**src/rtl/apu_timer_bank.sv**
```systemverilog
// rtl/apu_timer_bank.sv - bank of independent programmable down-count timers
// Each channel reloads from its period slice on trigger and strobes pulse on expiry.
module apu_timer_bank #(
    parameter int CHANNELS = 4,
    parameter int WIDTH    = 11
) (
    input  logic                      clk,
    input  logic                      rst,
    input  logic                      tick,
    input  logic [CHANNELS-1:0]       enable,
    input  logic [CHANNELS-1:0]       trigger,
    input  logic [CHANNELS-1:0]       mode,
    input  logic [CHANNELS*WIDTH-1:0] period,
    output logic [CHANNELS-1:0]       pulse,
    output logic [CHANNELS-1:0]       running
);

    typedef enum logic {
        IDLE = 1'b0,
        RUN  = 1'b1
    } state_t;

    localparam logic [WIDTH-1:0] ONE = WIDTH'(1);

    for (genvar i = 0; i < CHANNELS; i++) begin : g_ch
        state_t           state_q, state_d;
        logic [WIDTH-1:0] cnt_q, cnt_d;
        logic             pulse_q, pulse_d;

        // Priority: disable, then trigger, then expiry/decrement on a tick.
        always_comb begin
            state_d = state_q;
            cnt_d   = cnt_q;
            pulse_d = 1'b0;
            if (!enable[i]) begin
                state_d = IDLE;
            end else if (trigger[i]) begin
                cnt_d   = period[i*WIDTH +: WIDTH];
                state_d = RUN;
            end else if (state_q == RUN && tick) begin
                if (cnt_q == '0) begin
                    pulse_d = 1'b1;
                    if (mode[i]) begin
                        state_d = IDLE;
                    end else begin
                        cnt_d = period[i*WIDTH +: WIDTH];
                    end
                end else begin
                    cnt_d = cnt_q - ONE;
                end
            end
        end

        always_ff @(posedge clk) begin
            if (rst) begin
                state_q <= IDLE;
                cnt_q   <= '0;
                pulse_q <= 1'b0;
            end else begin
                state_q <= state_d;
                cnt_q   <= cnt_d;
                pulse_q <= pulse_d;
            end
        end

        assign pulse[i]   = pulse_q;
        assign running[i] = (state_q == RUN);
    end

endmodule
```
**config.mk**
```make
export PLATFORM = sky130hd
export DESIGN_NAME = apu_timer_bank
export DESIGN_NICKNAME = d
export VERILOG_FILES = /design/src/rtl/apu_timer_bank.sv
export SDC_FILE = /design/constraint.sdc
export NUM_CORES = 1
export LEC_CHECK = 0
export ABC_AREA = 1
export CORE_AREA = 2 2 161 84
export DETAILED_ROUTE_END_ITERATION = 6
export DIE_AREA = 0 0 163 86
export PLACE_DENSITY_LB_ADDON = 0.1
export SYNTH_ARGS = -nofsm -noshare
export SYNTH_HDL_FRONTEND = slang
export SYNTH_SLANG_ARGS = --single-unit
```
**constraint.sdc**
```tcl
create_clock -name clk -period 2.37 [get_ports clk]
set_input_delay 0.711 -clock clk [delete_from_list [all_inputs] [get_ports clk]]
set_output_delay 0.711 -clock clk [all_outputs]
set_load 0.05 [all_outputs]
```
==> results.md <==
- Outcome: finished, final reports clean
- Final critical path time including I/O delays and setup: around 2200 ps
- Highest net fanout along the worst path: 4
- Final total negative setup slack: 0 ps
- Via count of the first global-routing pass: roughly 3500
- Row count: 29
- Worst VDD drop: between 0.0003 and 0.0004 V
- Syn nets: 678
- Cell-by-cell listing of the critical path: clkdlybuf4s50_1
- Proportion of synthesized flip-flops having asynchronous set or reset: 0%
- Count of distinct cell types in the synthesized netlist: 32
- DIE WIDTH: 163 um
- Delay-heaviest family, CP: buffers and inverters
- H-tree depth: 2
- Detailed Place HPWL: approximately 7200 um
- Critical-path cell with the highest stage delay: sky130_fd_sc_hd__clkdlybuf4s50_1
- Switching portion of total power: between 30% and 40%
- Crit-path max cell delay: between 800 and 900 ps
- Maximum buffer depth of the clock tree: 2
- Number of buffers inserted during clock tree synthesis: 5
- Sequential element share of the synthesized area: between 20% and 30%
- Final weighted congestion in routability-driven placement: between 0.7 and 0.8
- Antenna cells: 0
- Ys Warns: 0
- Layout overhead on the synthesized area: 25.3%
- Number of nets with antenna violations after routing: 0
- Quantity of I/O buffers inserted on ports: 66
- Startpoint type of the worst setup path: flop
- Power density over cell area: about 660 mW/mm^2
- Internal power: around 1.9 mW
- Largest cells by area after synthesis: sky130_fd_sc_hd__dfxtp_1, sky130_fd_sc_hd__nand2_1, sky130_fd_sc_hd__inv_1, sky130_fd_sc_hd__nand3_1, sky130_fd_sc_hd__a21oi_1
- Global route overflow: 0
- Effective utilization at floorplan: a little under 30%
- Max_slew headroom: between 60% and 70%
- Total net switching power: 1.11 mW
- Total Power Consumption: between 3 and 4 mW
- Number of antenna violations at the first check in global routing: 0
- Top-level I/O count: 67
- Portion of total power attributed to combinational logic: 36.9%
- First-pass GRT wire length: roughly 17000 um
- Mapped Avg Cell Area: approximately 6.1 um^2
- Clock power frac: 29.8%
- Setup Fix Bufs, Post-CTS: 0
- Setup repair after global routing missed its margin: no
- EDFF count, synth: 0
- Fin area: 0.00464 mm^2
- TritonCTS clock tree: built
- Hold violation total from the final report: 0
- Kind of capture point of the worst setup path: output port
- Cells after Synth: 611
- First-pass DRT Iterations: 5
- Cell with the most instances after synthesis: sky130_fd_sc_hd__nand2_1
- Required time of the critical path: 1660 ps
- Reported max-cap violation count: 0
- Cts repair resizes: 0
- Number of buffers and inverters on the critical path: 1
- Maximum clock frequency: ~450 MHz
- Static Leakage: around 2.2 nW
- CTS Hold Bufs: 0
- DRC viols: 0
- Max-slew violation total from the final report: 0
- Core Area: roughly 0.013 mm^2
- Cell at the root of the clock tree: sky130_fd_sc_hd__clkbuf_16
- Cell type contributing the most total cell area after synthesis: sky130_fd_sc_hd__dfxtp_1
- Arrival time at the worst endpoint: between 1500 and 2000 ps
- Cell types with the highest counts after synthesis: sky130_fd_sc_hd__nand2_1, sky130_fd_sc_hd__inv_1, sky130_fd_sc_hd__nand3_1
- Flop pwr share: 33.3%
- Largest net degree at the start of global routing: 41
- Full die area: 0.0140 mm^2
- Final period util: between 90 and 100%
- Crit Path Category: reg -> out
- Die Ht: 86 um
- Flip-flop and latch count after synthesis: 52
- Wire length per cell: between 10 and 15 um
- Layout Skew: a little under 6 ps
- Cell Area, Placed: about 0.0045 mm^2
- Clock-pin transition on the worst setup and hold timing paths: about 70 ps
- Hold crit path type: reg -> reg
- Dominant register cell in the synthesized netlist: sky130_fd_sc_hd__dfxtp_1
- Overall routed net length: 9750 um
- Finish-stage setup viols: 0
- Average vias per placed instance: ~4.4
- Final nets: approximately 730
- Sinks on the clock net: between 50 and 60
- Latest clock arrival within the worst-skew pair: slightly below 300 ps
- Iter 0 DRT Violations: 110
- Worst Tran Pin Value: 519 ps
- Routed vias: between 3000 and 4000
- Synthesized area: 0.00370 mm^2
- Post-synth top area share: between 20 and 30%
- Global router's overall resource usage: 14.6%
- Fraction of layout instances using a drive strength above 1: about 6.7%
-- state kept, by name, indices dropped and copies added, names as in the netlist --
name / cells
g_ch.pulse_q: 4
g_ch.state_q: 4
g_ch.cnt_q: 44
-- through the flow --
| step | util [%] | cells | hold slack (ps) | worst slack, ps |
|---|---|---|---|---|
| final | 37.0 | 838 | 480 | 144 |
| after global placement | 35.6 | 830 | 469 | 73.5 |
| after CTS | 37.0 | 838 | 483 | 130 |
| after detailed placement | 35.6 | 830 | 470 | 43.5 |
| after floorplan | - | 611 | 447 | 707 |
| after global routing | 37.0 | 838 | 500 | 83.3 |
-- metal layers --
layer	routed length (um)	GRT usage, %
met5	0	0
met4	44	2.17
met3	409	3.29
met2	4200	23.8
met1	5100	20.1
-- cell usage in the layout, fill, tap and decap left out --
cell type                         Yosys  final
sky130_fd_sc_hd__nand2_4              4      4
sky130_fd_sc_hd__nand2_1            178    178
sky130_fd_sc_hd__nor2_4               1      1
sky130_fd_sc_hd__nor2_1              54     54
sky130_fd_sc_hd__clkbuf_8             0      2
sky130_fd_sc_hd__or2_2                2      2
sky130_fd_sc_hd__ha_1                 8      8
sky130_fd_sc_hd__xnor2_1              1      1
sky130_fd_sc_hd__o21ai_1              2      2
sky130_fd_sc_hd__inv_1               98     98
sky130_fd_sc_hd__nand3_1             64     64
sky130_fd_sc_hd__buf_4               14      6
sky130_fd_sc_hd__nor3b_1              1      1
sky130_fd_sc_hd__o211ai_2             3      3
sky130_fd_sc_hd__a21oi_1             51     51
sky130_fd_sc_hd__nor3_2               1      1
sky130_fd_sc_hd__nand2_2              6      6
sky130_fd_sc_hd__xor2_1              10     10
sky130_fd_sc_hd__clkbuf_16            0      5
sky130_fd_sc_hd__dfxtp_1             52     52
sky130_fd_sc_hd__nand4_1              8      8
sky130_fd_sc_hd__o21bai_1             3      3
sky130_fd_sc_hd__nand3_2              1      1
sky130_fd_sc_hd__inv_2                6      6
sky130_fd_sc_hd__clkdlybuf4s50_1      0     66
sky130_fd_sc_hd__o21ai_0             14     14
sky130_fd_sc_hd__nor3_1               6      6
sky130_fd_sc_hd__buf_12               0      1
sky130_fd_sc_hd__nor4_1               1      1
sky130_fd_sc_hd__and2_1               1      1
sky130_fd_sc_hd__o31ai_1              4      4
sky130_fd_sc_hd__o211ai_1             1      1
sky130_fd_sc_hd__nor2_2               6      6
sky130_fd_sc_hd__bufinv_16            0      1
-- cells by family after synthesis --
group	after synthesis	share of synthesized area, %
buffers and inverters	128	15.5
DFF	52	28.1
and+or+nand+nor	334	39.3
AOI/OAI and AO/OA	78	11.7
xor gates and xnor gates	11	2.60
adders and majority gates	8	2.71
-- final timing paths --
kind / startpoint / end / slack, ps / depth (start not counted)
hold / removal: g_ch[3].cnt_q[8] / g_ch[3].cnt_q[8] / 480 / 2
setup / recovery: g_ch[2].state_q / running[2] / 140 / 1
setup reg to reg: g_ch[3].cnt_q[0] / g_ch[3].cnt_q[10] / 560 / 10
hold reg to reg: g_ch[3].cnt_q[8] / g_ch[3].cnt_q[8] / 480 / 2
-- power by group through the flow --
stage	clock [mW]	sequential [mW]	combinational [mW]
after global placement	0	1.04	1.14
after detailed placement	0	1.04	1.13
after CTS	0.943	1.02	1.13
final	0.907	1.02	1.13
after global routing	0.975	1.03	1.30
after floorplan	0	1.02	0.864
-- final cells by class --
cell class              count  area [um^2]
clock inverters             1         30.0
flip-flops and latches     52         1040
repair buffers             73          726
inverters                 104          390
fillers                  1408         7880
multi-input cells         431         2080
well taps                 170          213
clock buffers               7          153
(Power assumes the default switching activity.)
